[config.mk]
export PLATFORM = sky130hd
export DESIGN_NAME = pid_velocity_ctrl_flat
export DESIGN_NICKNAME = d
export VERILOG_FILES = /design/src/rtl/pid_velocity_if.sv /design/src/rtl/pid_velocity_ctrl.sv /design/src/flat_wrapper.sv
export SDC_FILE = /design/constraint.sdc
export NUM_CORES = 1
export LEC_CHECK = 0
export ABC_AREA = 1
export CAP_MARGIN = 5
export CORE_MARGIN = 4
export CORE_UTILIZATION = 40
export DETAILED_ROUTE_END_ITERATION = 10
export PLACE_DENSITY = 0.68
export SYNTH_ARGS = -nofsm -noshare
export SYNTH_HDL_FRONTEND = slang
export SYNTH_SLANG_ARGS = --single-unit
export TNS_END_PERCENT = 30
[constraint.sdc]
create_clock -name clk -period 6 [get_ports clk]
set_clock_uncertainty 0.1 [all_clocks]
set_input_delay 0.9 -clock clk [delete_from_list [all_inputs] [get_ports clk]]
set_output_delay 0.9 -clock clk [all_outputs]
set_load 0.005 [all_outputs]
[src/rtl/pid_velocity_if.sv]
// Signal bundle between a velocity controller and its sample source / output consumer.
// The master drives the sample and the gains. The slave returns the drive command and status.
interface pid_velocity_if #(
    parameter int DATA_W = 9,
    parameter int GAIN_W = 4
);
    logic              en;
    logic              sample_valid;
    logic [DATA_W-1:0] setpoint;
    logic [DATA_W-1:0] current_vel;
    logic [GAIN_W-1:0] kp;
    logic [GAIN_W-1:0] ki;
    logic [GAIN_W-1:0] kd;
    logic [DATA_W-1:0] vel_output;
    logic              out_valid;
    logic              busy;
    logic              sat_flag;

    modport master (
        output en, sample_valid, setpoint, current_vel, kp, ki, kd,
        input  vel_output, out_valid, busy, sat_flag
    );

    modport slave (
        input  en, sample_valid, setpoint, current_vel, kp, ki, kd,
        output vel_output, out_valid, busy, sat_flag
    );
endinterface

[src/rtl/pid_velocity_ctrl.sv]
// Multi-cycle PID velocity controller. Each sample runs through ERR -> MULT -> SUM -> OUT.
// Optional macro PID_INTEGRAL_EN adds the clamped integrator and the ki term.
// Without that macro the block is a PD controller with the same latency.
module pid_velocity_ctrl #(
    parameter int DATA_W = 9,
    parameter int GAIN_W = 4,
    parameter int FRAC_W = 2,
    parameter int I_LIM  = 1023
) (
    input logic         clk,
    input logic         rst,
    pid_velocity_if.slave bus
);
    localparam int E_W   = DATA_W + 1;
    localparam int DE_W  = DATA_W + 2;
    localparam int ACC_W = $clog2(I_LIM + 1) + DATA_W + 2;
    localparam int G_W   = GAIN_W + 1;
    localparam int SUM_W = ACC_W + G_W + 2;

    localparam logic signed [SUM_W-1:0] OUT_MAX = {{(SUM_W-DATA_W){1'b0}}, {DATA_W{1'b1}}};

    typedef enum logic [2:0] {IDLE, ERR, MULT, SUM, OUT} state_t;

    state_t state, next_state;

    logic [DATA_W-1:0]       sp_r, cv_r, vel_r;
    logic [GAIN_W-1:0]       kp_r, kd_r;
    logic signed [E_W-1:0]   e_r, e_prev, e_calc;
    logic signed [DE_W-1:0]  de_r, de_calc;
    logic signed [SUM_W-1:0] p_r, i_r, d_r, s_r;
    logic signed [G_W-1:0]   gkp, gkd;
    logic                    sat_r, out_valid_r;

    assign e_calc  = $signed({1'b0, sp_r}) - $signed({1'b0, cv_r});
    assign de_calc = DE_W'(e_calc) - DE_W'(e_prev);
    assign gkp     = $signed({1'b0, kp_r});
    assign gkd     = $signed({1'b0, kd_r});

`ifdef PID_INTEGRAL_EN
    localparam logic signed [ACC_W-1:0] I_MAX = ACC_W'(I_LIM);
    localparam logic signed [ACC_W-1:0] I_MIN = -ACC_W'(I_LIM);

    logic [GAIN_W-1:0]       ki_r;
    logic signed [ACC_W-1:0] acc, acc_sum, acc_next;
    logic signed [G_W-1:0]   gki;

    assign gki     = $signed({1'b0, ki_r});
    assign acc_sum = acc + ACC_W'(e_calc);

    // Integrator update, clamped symmetrically so the I term cannot wind up without bound.
    always_comb begin
        acc_next = acc_sum;
        if (acc_sum > I_MAX) begin
            acc_next = I_MAX;
        end else if (acc_sum < I_MIN) begin
            acc_next = I_MIN;
        end
    end
`else
    wire unused_ki = ^bus.ki;
`endif

    // State register. Reset drops any sample that is in progress.
    always_ff @(posedge clk or posedge rst) begin
        if (rst) begin
            state <= IDLE;
        end else begin
            state <= next_state;
        end
    end

    // Sequencing. A new sample is accepted only from IDLE, so strobes that arrive while busy are dropped.
    always_comb begin
        next_state = state;
        bus.busy   = 1'b1;
        case (state)
            IDLE: begin
                bus.busy = 1'b0;
                if (bus.en && bus.sample_valid) begin
                    next_state = ERR;
                end
            end
            ERR:     next_state = MULT;
            MULT:    next_state = SUM;
            SUM:     next_state = OUT;
            OUT:     next_state = IDLE;
            default: next_state = IDLE;
        endcase
    end

    // Datapath. Each stage is registered, and the result and its valid strobe are registered together in OUT.
    always_ff @(posedge clk or posedge rst) begin
        if (rst) begin
            sp_r        <= '0;
            cv_r        <= '0;
            kp_r        <= '0;
            kd_r        <= '0;
            e_r         <= '0;
            de_r        <= '0;
            e_prev      <= '0;
            p_r         <= '0;
            i_r         <= '0;
            d_r         <= '0;
            s_r         <= '0;
            vel_r       <= '0;
            sat_r       <= 1'b0;
            out_valid_r <= 1'b0;
`ifdef PID_INTEGRAL_EN
            ki_r        <= '0;
            acc         <= '0;
`endif
        end else begin
            out_valid_r <= 1'b0;
            case (state)
                IDLE: begin
                    if (!bus.en) begin
                        e_prev <= '0;
`ifdef PID_INTEGRAL_EN
                        acc    <= '0;
`endif
                    end else if (bus.sample_valid) begin
                        sp_r <= bus.setpoint;
                        cv_r <= bus.current_vel;
                        kp_r <= bus.kp;
                        kd_r <= bus.kd;
`ifdef PID_INTEGRAL_EN
                        ki_r <= bus.ki;
`endif
                    end
                end
                ERR: begin
                    e_r  <= e_calc;
                    de_r <= de_calc;
`ifdef PID_INTEGRAL_EN
                    acc  <= acc_next;
`endif
                end
                MULT: begin
                    p_r <= SUM_W'(gkp) * SUM_W'(e_r);
                    d_r <= SUM_W'(gkd) * SUM_W'(de_r);
`ifdef PID_INTEGRAL_EN
                    i_r <= SUM_W'(gki) * SUM_W'(acc);
`else
                    i_r <= '0;
`endif
                end
                SUM: begin
                    s_r <= (p_r + i_r + d_r) >>> FRAC_W;
                end
                OUT: begin
                    if (s_r < 0) begin
                        vel_r <= '0;
                        sat_r <= 1'b1;
                    end else if (s_r > OUT_MAX) begin
                        vel_r <= '1;
                        sat_r <= 1'b1;
                    end else begin
                        vel_r <= s_r[DATA_W-1:0];
                        sat_r <= 1'b0;
                    end
                    e_prev      <= e_r;
                    out_valid_r <= 1'b1;
                end
                default: ;
            endcase
        end
    end

    assign bus.vel_output = vel_r;
    assign bus.sat_flag   = sat_r;
    assign bus.out_valid  = out_valid_r;
endmodule

[src/flat_wrapper.sv]
// flat-port wrapper written by rule: the top's interface ports become plain ports
module pid_velocity_ctrl_flat 
#(
    parameter int DATA_W = 9,
    parameter int GAIN_W = 4,
    parameter int FRAC_W = 2,
    parameter int I_LIM  = 1023
)
  (clk, rst, bus_en, bus_sample_valid, bus_setpoint, bus_current_vel, bus_kp, bus_ki, bus_kd, bus_vel_output, bus_out_valid, bus_busy, bus_sat_flag);
  pid_velocity_if #(.DATA_W(DATA_W), .GAIN_W(GAIN_W)) bus_i ();
  input logic clk;
  input logic rst;
  input wire logic [$bits(bus_i.en)-1:0] bus_en;
  input wire logic [$bits(bus_i.sample_valid)-1:0] bus_sample_valid;
  input wire logic [$bits(bus_i.setpoint)-1:0] bus_setpoint;
  input wire logic [$bits(bus_i.current_vel)-1:0] bus_current_vel;
  input wire logic [$bits(bus_i.kp)-1:0] bus_kp;
  input wire logic [$bits(bus_i.ki)-1:0] bus_ki;
  input wire logic [$bits(bus_i.kd)-1:0] bus_kd;
  output wire logic [$bits(bus_i.vel_output)-1:0] bus_vel_output;
  output wire logic [$bits(bus_i.out_valid)-1:0] bus_out_valid;
  output wire logic [$bits(bus_i.busy)-1:0] bus_busy;
  output wire logic [$bits(bus_i.sat_flag)-1:0] bus_sat_flag;
  assign bus_i.en = bus_en;
  assign bus_i.sample_valid = bus_sample_valid;
  assign bus_i.setpoint = bus_setpoint;
  assign bus_i.current_vel = bus_current_vel;
  assign bus_i.kp = bus_kp;
  assign bus_i.ki = bus_ki;
  assign bus_i.kd = bus_kd;
  assign bus_vel_output = bus_i.vel_output;
  assign bus_out_valid = bus_i.out_valid;
  assign bus_busy = bus_i.busy;
  assign bus_sat_flag = bus_i.sat_flag;
  pid_velocity_ctrl #(.DATA_W(DATA_W), .GAIN_W(GAIN_W), .FRAC_W(FRAC_W), .I_LIM(I_LIM)) u_core (.clk(clk), .rst(rst), .bus(bus_i));
endmodule
==> results.sh <==
export IMPL_fillers=2521
export IMPL_critPathMaxFanout=11
export IMPL_finalNetCount=1654
export IMPL_drtPass1Iterations=5
export IMPL_hold_path_class="register to register"
export IMPL_die_area_sq_um=28500
export IMPL_io_buffer_count=41
export IMPL_die_x_um=169
export IMPL_synth_edff_count=0
export IMPL_place_gp_congestion=0.898
export IMPL_stdcell_count=1825
export IMPL_die_y_um=169
export IMPL_drv_cap=0
export IMPL_worstSetupEndpointType="register"
export IMPL_grt_pass1_vias=8304
export IMPL_worst_pin_slew_ns=0.715
export IMPL_area_growth_pct=13.7
export IMPL_post_route_period_util_pct=60.0
export IMPL_rows=58
export IMPL_wire_per_inst_um=12.0
export IMPL_synth_top_cell_by_area="dfrtp_1"
export IMPL_post_route_min_period_ns=3.60
export IMPL_yosysTopAreaCellShare_pct=31.0
export IMPL_cts_resized=0
export IMPL_tritoncts="built"
export IMPL_core_sq_um=25300
export IMPL_cts_max_path_buffers=2
export IMPL_start_kind="register"
export IMPL_yosysMostFrequentCell="nand2_1"
export IMPL_drc=0
export IMPL_htree_levels=4
export IMPL_diodes=0
export IMPL_yosys_most_used_dff="dfrtp_1"
export IMPL_wl_um=21900
export IMPL_viasPerCell=4.70
export IMPL_max_freq_ghz=0.278
export IMPL_arrival_ns=3.82
export IMPL_post_cts_buffers=0
export IMPL_crit_required_ns=6.22
export IMPL_synth_warnings=0
export IMPL_grt_antenna_before_repair=0
export IMPL_hpwl_um=17200
export IMPL_synth_cell_types=35
export IMPL_cts_sinks=128
export IMPL_syn_avg_cell_area_sq_um=7.16
export IMPL_ant_nets=0
export IMPL_dp_cells=1793
export IMPL_drive_gt1_share_pct=4.15
export IMPL_cts_root_buf="clkbuf_16"
export IMPL_cts_made_buffers=17
export IMPL_cts_hold_buf=0
export IMPL_pin_count=46
export IMPL_outcome="complete, no violations"
export IMPL_async_reset_ff_share_pct=100
export IMPL_drt_iter0_drc=409
export IMPL_num_vias=8572
export IMPL_setup_viol=0
export IMPL_drv_slew=0
export IMPL_syn_num_nets=1616
export IMPL_fin_setup_tns_ns=0
export IMPL_start_util_pct=40.8
export IMPL_grt_pass1_wl_um=38200
export IMPL_rsz0062_at_grt="false"
export IMPL_ys_top_cells_by_area="dfrtp_1 31%, nand2_1 17%, inv_1 11%"
export IMPL_grt_max_degree=58
export IMPL_synthesis_area_sq_um=10300
export IMPL_final_hold_violation_count=0
export IMPL_crit_type="register to register"
export IMPL_ys_seq_area_share_pct=31.0
export IMPL_syn_inst=1444
export IMPL_grt_use_total_pct=16.0
export IMPL_clk_latency_ns=0.43
export IMPL_synth_common_cells="482 x nand2_1, 307 x inv_1, 128 x dfrtp_1, 100 x nor2_1, 92 x ha_1"
export IMPL_overflow=0
export IMPL_slew_headroom_pct=52.3
export IMPL_ys_ff_latch=128
export IMPL_cts_reportedPaths_clkPinSlew_ns=0.06
through the flow:
step	setup slack [ns]	hold WS, ns	utilization, %	area [sq um]
floorplan	1.59	0.346	-	10300
global placement	2.47	0.362	43.7	11100
detailed placement	2.42	0.366	43.7	11100
CTS	2.40	0.382	46.4	11800
global route	2.13	0.403	46.4	11800
finish	2.40	0.376	46.4	11800
flip-flops by register name, summed over array words and instances, names as in the netlist, 3 cells and up:
signal	cells
u_core.bus.vel_output	9
u_core.state	3
u_core.kp_r	4
u_core.s_r	26
u_core.de_r	11
u_core.sp_r	9
u_core.p_r	15
u_core.cv_r	9
u_core.d_r	16
u_core.e_r	10
u_core.kd_r	4
u_core.e_prev	10
cell usage in the layout (no fill, tap or decap), drive strengths merged, types with 14 or more instances in the layout:
cell,instances
inv,319
nor2,104
a21oi,49
nand4,14
o21ai,48
nand2,482
nand3,66
ha,92
clkdlybuf4s50,41
mux2,17
dfrtp,128
clkbuf,17
fa,46
final timing paths:
kind                                          start                       end  slack (ns)  depth (start not counted)
min in group asynchronous                       rst            u_core.kd_r[1]        0.84                          2
max                                  u_core.kp_r[2]            u_core.p_r[26]        2.40                         18
min reg2reg                u_core.bus.vel_output[4]  u_core.bus.vel_output[4]        0.38                          2
max in group asynchronous                       rst             u_core.s_r[8]        3.95                          3
max reg2reg                          u_core.kp_r[2]            u_core.p_r[26]        2.40                         18
min                        u_core.bus.vel_output[4]  u_core.bus.vel_output[4]        0.38                          2
per-layer routing:
metal | wire length [um] | track usage [%]
met1 | 10200 | 20.5
met3 | 705 | 2.90
met4 | 226 | 3.60
met5 | 0 | 0
met2 | 10800 | 28.4
logic make-up (layout without fill, tap and decap cells):
group / Yosys count / in the layout / synth area share, %
compound gates: 114 / 114 / 5.85
xor+xnor: 19 / 19 / 1.61
fa+ha+maj: 138 / 138 / 20.0
buf+inv: 341 / 392 / 12.6
flops: 128 / 128 / 31.0
mux: 17 / 17 / 1.92
simple gates: 687 / 687 / 27.0
worst max-delay path, cell delays in order (launching register included):
cell	delay, ns
dfrtp_1	0.52
nand2_1	0.11
inv_1	0.05
ha_1	0.31
fa_1	0.55
inv_1	0.06
fa_1	0.53
inv_1	0.05
ha_1	0.35
nand2_1	0.08
nand2_1	0.06
nor2_1	0.26
inv_1	0.08
nand2_1	0.09
inv_1	0.04
nor2_1	0.07
nand2_1	0.05
nand3_1	0.07
nand2_1	0.05
layout make-up:
cell class / instances / area [sq um] / share of cell area, %
multi-input combinational: 975 / 5840 / 49.6
sequential: 128 / 3200 / 27.2
inverter: 315 / 1180 / 10.1
timing repair buffer: 45 / 440 / 3.75
clock buffer: 17 / 425 / 3.62
tap: 330 / 413 / 3.51
clock inverter: 15 / 254 / 2.16
Power is left out: the tool's default activity adds up to more than one toggle a clock period on the data nets, which glitch-free logic cannot reach.
==> variant 1 (same settings) <==
Re-encode `state_t` (5 states) as one-hot, 5 bits wide.
--- a/src/rtl/pid_velocity_ctrl.sv
+++ b/src/rtl/pid_velocity_ctrl.sv
@@ -19,7 +19,7 @@
 
     localparam logic signed [SUM_W-1:0] OUT_MAX = {{(SUM_W-DATA_W){1'b0}}, {DATA_W{1'b1}}};
 
-    typedef enum logic [2:0] {IDLE, ERR, MULT, SUM, OUT} state_t;
+    typedef enum logic [4:0] {IDLE = 5'b00001, ERR = 5'b00010, MULT = 5'b00100, SUM = 5'b01000, OUT = 5'b10000} state_t;
 
     state_t state, next_state;
 
Formal check against the unedited RTL: same outputs for any inputs over 4 cycles, from zero or initial values and one cycle with rst high; so few cycles prove little.
==> variant 1 against the original RTL <==
  * Maximum frequency is essentially flat
  * Worst setup slack gained 3.0 ps
  * Design area shrank 0.59%
  * Routed wire length grew 1.3%
  * Die area shrank 0.67%
  * Core utilization shrank 0.14 points
  * Sequential cell count grew 2
  * Area after synthesis shrank 0.71%
==> variant 1: results (changes against the original RTL) <==
----------------------------------------------------
[Pwr]
  Pleak ... 6.78 nW
  Worst voltage drop across the vdd grid ... 0.246 mV

[GRT]
  Pin count of the biggest net entering global routing ... 71 (+22%)
  Total global-route track usage ... 16.3% (+0.28 points)
  Wire length of the first global-routing pass ... 38.8 mm (+1.7%)
  Via count of the first global-routing pass ... 8444 (+1.7%)
  Antenna violations before repair ... 0 (unchanged)

[Yosys]
  Most instantiated cells after synthesis ... nand2_1, inv_1, dfrtp_1, ha_1, nor2_1
  Number of nets produced by synthesis ... 1599 (-1.1%)
  Synth Area in Compound Gates ... 7.74% (+1.9 points)
  Biggest area contributors in the synthesized netlist ... dfrtp_1, nand2_1, ha_1
  Primary FF master, synth ... dfrtp_1
  Adder-cell share of the synthesized area ... 20.2% (+0.14 points)
  Mux cell area share after synthesis ... 0% (-1.9 points)
  Proportion of synthesized chip area in sequential cells ... 31.7% (+0.72 points)
  Count of different cell masters after synthesis ... 37 (+5.7%)
  Xor and xnor fraction of the mapped netlist area ... 2.38% (+0.77 points)
  Yosys warnings ... 0 (unchanged)

[Setup path]
  Capturing instance or port of the critical path ... u_core.d_r[9]$_DFFE_PP0N_
  Cell depth of the worst flop-to-flop path ... 16 (-2)
  Worst-path maximum fanout ... 12 (+1)
  Launching instance or port of the critical path ... u_core.kd_r[2]$_DFFE_PP0P_
  Critical-path cell with the highest stage delay ... dfrtp_1
  Critical path arrival ... 3800 ps (-20 ps)
  Reg-to-reg critical path endpoint ... u_core.d_r[9]$_DFFE_PP0N_

[Place]
  Buffers added on ports ... 41 (unchanged)
  Placement-stage cell area ... 11000 um2 (-0.66%)
  Detailed Place HPWL ... 17.2 mm (about the same)
  Post-placement worst setup slack ... 2420 ps (+4.12 ps)
  Final weighted congestion in routability-driven placement ... 0.906 (+0.91%)

[Clock tree]
  Post-cts gate resize count ... 0 (unchanged)
  Postcts setup bufs ... 0 (unchanged)
  Number of buffers inserted during clock tree synthesis ... 17 (unchanged)

[Run status]
  Run status ... complete, no violations

[Routing]
  Post-Route WL ... 22.2 mm (+1.3%)
  Via total after detailed routing ... 8591 (+0.22%)
  Number of violations reported at the end of detailed-routing iteration 0 ... 456 (+11%)

[STA]
  Relative slew slack ... 45.1% (-7.2 points)
  Tmin final ... 3600 ps (-3.01 ps)

[Min path]
  Source of the worst hold timing path ... u_core.bus.vel_output[5]$_DFFE_PP0P_
  End of the worst hold path ... u_core.bus.vel_output[5]$_DFFE_PP0P_

[Layout]
  Share of final-layout standard cells stronger than drive strength 1 ... 3.32% (-0.83 points)

----------------------------------------------------
==> variant 1: stage by stage <==
stage,hold WS [ps],power (mW),instances
2_1_floorplan,349,4.68,1427
4_1_cts,380,6.93,1807
3_5_place_dp,364,5.68,1775
5_1_grt,406,7.69,1807
6_report,376,6.89,1807
3_3_place_gp,361,5.61,1775
==> variant 1: kinds of logic (layout without fill, tap and decap cells) <==
| family | after synthesis | in the layout |
|---|---|---|
| AND/OR/NAND/NOR | 673 | 673 |
| flip-flops | 130 | 130 |
| AO/OA/AOI/OAI | 148 | 148 |
| adder cells (fa/ha/maj) | 138 | 138 |
| XOR/XNOR | 27 | 27 |
| buffers and inverters | 311 | 361 |
==> variant 1: worst register-to-register path, delay by kind of cell (launching register included) <==
kind,cells,cell delay (ps)
flip-flops,1,540
buffers and inverters,4,240
AND/OR/NAND/NOR,7,780
adder cells (fa/ha/maj),4,1760
AO/OA/AOI/OAI,1,60
==> variant 1: metal layers <==
metal	vias up	global-route usage, %	wire, um
met5	-	0	0
met4	0	3.88	289
met3	20	2.72	650
met2	136	28.3	10700
met1	3988	21.3	10600
li1	4447	-	-
==> variant 1: area by class of cell <==
cell class | instances | area (um2)
well taps | 330 | 413
inverters | 283 | 1060
clock inverters | 12 | 226
repair buffers | 46 | 448
flip-flops and latches | 130 | 3250
fillers | 2535 | 13600
multi-input cells | 986 | 5830
clock buffers | 20 | 457
==> variant 1: report_power, final <==
| part | switching [mW] | internal (mW) |
|---|---|---|
| sequential | 0.318 | 1.18 |
| combinational | 2.60 | 1.60 |
| clock | 0.398 | 0.804 |
==> variant 2 (same flow settings) <==
Without the edit above. The option `PID_INTEGRAL_EN` is turned on by a define.
--- a/src/rtl/pid_velocity_ctrl.sv
+++ b/src/rtl/pid_velocity_ctrl.sv
@@ -1,6 +1,8 @@
 // Multi-cycle PID velocity controller. Each sample runs through ERR -> MULT -> SUM -> OUT.
 // Optional macro PID_INTEGRAL_EN adds the clamped integrator and the ki term.
 // Without that macro the block is a PD controller with the same latency.
+`define PID_INTEGRAL_EN
+
 module pid_velocity_ctrl #(
     parameter int DATA_W = 9,
     parameter int GAIN_W = 4,
Behaviour: not the same (Yosys sat finds a counterexample within 10 cycles, from zero or initial values and one cycle with rst high).
==> variant 2 against the original RTL <==
  * Critical endpoint is now u_core.i_r[18]$_DFFE_PP0N_
  * Die area rose by 66%
  * Count of clock-buffer cells in the layout rose by 1
  * Routed wire length rose by 85%
  * Highest routed layer unchanged
  * Worst hold slack improved by 5.1 ps
  * Design area rose by 64%
  * Area after synthesis rose by 70%
  * Sequential cell count rose by 51
  * Worst setup slack got worse by 730 ps
Power is left out: the tool's default activity adds up to more than one toggle a clock period on the data nets, which glitch-free logic cannot reach.
==> variant 2: results (changes against the original RTL) <==
----------------------------------------------------
[Routing]
  Post-Route WL ... 40.6 mm (+85%)
  Number of iterations in the first detailed-routing pass ... 5 (unchanged)
  Number of violations reported at the end of detailed-routing iteration 0 ... 892 (+120%)
  Number of vias per cell after detailed routing ... 4.84 (+3.0%)

[Clock tree]
  Root buffer cell ... clkbuf_16
  Number of H-tree branching levels ... 4 (unchanged)
  Number of buffers inserted during clock tree synthesis ... 17 (unchanged)
  Insertion delay of the later-clocked pin in the worst-skew pair ... 460 ps (+30 ps)
  Postcts setup bufs ... 0 (unchanged)

[Place]
  Detailed Place HPWL ... 33.4 mm (+94%)
  Buffers added on ports ... 45 (+9.8%)
  Final weighted congestion in routability-driven placement ... 0.882 (-1.7%)
  Placement-stage cell area ... 18700 um2 (+68%)
  Post-placement worst setup slack ... 1710 ps (-706 ps)

[Layout]
  Filler cells ... 4370 (+73%)
  Share of final-layout standard cells stronger than drive strength 1 ... 5.41% (+1.3 points)
  Count of antenna diodes in the layout ... 0 (unchanged)
  Final Net Count ... 2751 (+66%)
  Leading registers by flop count ... u_core.i_r (26), u_core.s_r (26), u_core.acc (21)

[Setup path]
  Worst-path maximum fanout ... 22 (+11)
  Critical path arrival ... 4550 ps (+730 ps)
  Critical-path cell with the highest stage delay ... dfrtp_1
  Beginning of the worst register-to-register path ... u_core.ki_r[2]$_DFFE_PP0P_
  Critical path's top delay family ... adder cells
  Reg-to-reg critical path endpoint ... u_core.i_r[18]$_DFFE_PP0N_
  Max stage delay on crit path ... 650 ps (+100 ps)
  Cell depth of the worst flop-to-flop path ... 16 (-2)

[Min path]
  Instance count along the most critical hold path ... 2 (unchanged)
  Source of the worst hold timing path ... u_core.bus.vel_output[2]$_DFFE_PP0P_
  End of the worst hold path ... u_core.bus.vel_output[2]$_DFFE_PP0P_

[Yosys]
  Number of nets produced by synthesis ... 2726 (+69%)
  Most instantiated cells after synthesis ... nand2_1, inv_1, dfrtp_1, ha_1, nor2_1
  Biggest area contributors in the synthesized netlist ... dfrtp_1, nand2_1, fa_1
  Count of different cell masters after synthesis ... 49 (+40%)
  Proportion of synthesized chip area in sequential cells ... 25.5% (-5.5 points)

[GRT]
  Wire length of the first global-routing pass ... 70.9 mm (+86%)
  Met1 track utilization from global routing ... 24.2% (+3.7 points)
  Grt met2 use ... 30.2% (+1.8 points)
  GR Layer Usage met3 ... 2.68% (-0.22 points)
  Pin count of the biggest net entering global routing ... 128 (+120%)
  Total global-route track usage ... 18.0% (+1.9 points)

[Run status]
  Run status ... complete, no violations

[STA]
  Fin Hold WS ... 381 ps (+5.13 ps)
  Least-Margin Pin Slew ... 842 ps (+127 ps)

----------------------------------------------------
## variant 2: worst reg2reg max path: stages (launching register included)
cell,delay [ps]
dfrtp_1,650
nand2_1,180
inv_1,60
ha_1,270
inv_1,50
fa_1,550
inv_1,60
fa_1,480
ha_1,390
a21oi_1,280
o21ai_0,190
nand2_1,90
nand2_1,70
a31oi_1,280
o21bai_1,170
xnor2_1,240
o21ai_0,100
## variant 2: cells by family after synthesis
kind of cell | count (synthesis) | synth area share, %
fa+ha+maj | 290 | 25.6
simple gates | 1016 | 24.1
compound gates | 294 | 9.23
flops | 179 | 25.5
buf+inv | 554 | 11.9
mux | 21 | 1.34
xor+xnor | 48 | 2.39
## variant 2: final cells by class
class | instances | area, um2 | area share (%)
Multi-Input combinational cell | 1669 | 11000 | 57.3
Clock buffer | 18 | 429 | 2.23
Clock inverter | 14 | 141 | 0.735
Timing Repair Buffer | 51 | 508 | 2.64
Sequential cell | 179 | 4480 | 23.3
Inverter | 509 | 1920 | 9.96
Tap cell | 585 | 732 | 3.81
## variant 2: worst max-delay path by stage
stage | from | endpoint | slack [ps] | depth (start not counted)
6_report | u_core.ki_r[2]$_DFFE_PP0P_ | u_core.i_r[18]$_DFFE_PP0N_ | 1670 | 16
5_1_grt | u_core.ki_r[2]$_DFFE_PP0P_ | u_core.i_r[20]$_DFFE_PP0N_ | 1370 | 21
4_1_cts | u_core.ki_r[3]$_DFFE_PP0P_ | u_core.i_r[18]$_DFFE_PP0N_ | 1690 | 16
3_5_place_dp | u_core.ki_r[3]$_DFFE_PP0P_ | u_core.i_r[18]$_DFFE_PP0N_ | 1710 | 16
3_3_place_gp | u_core.ki_r[3]$_DFFE_PP0P_ | u_core.i_r[18]$_DFFE_PP0N_ | 1750 | 16
2_1_floorplan | rst | u_core.acc[0]$_DFFE_PP0P_ | 140 | 1
## variant 2: routing by layer
| metal | part of all wire, % | vias to the layer above |
|---|---|---|
| met5 | 0 | - |
| met4 | 2.2 | 0 |
| met3 | 2.9 | 52 |
| met2 | 47 | 211 |
| met1 | 48 | 6856 |
| li1 | - | 7511 |
## variant 2: through the flow
| step | cells | util, % |
|---|---|---|
| after detailed placement | 2993 | 43.1 |
| after floorplan | 2402 | - |
| after global routing | 3025 | 44.5 |
| after global placement | 2993 | 43.1 |
| after CTS | 3025 | 44.5 |
| final | 3025 | 44.5 |
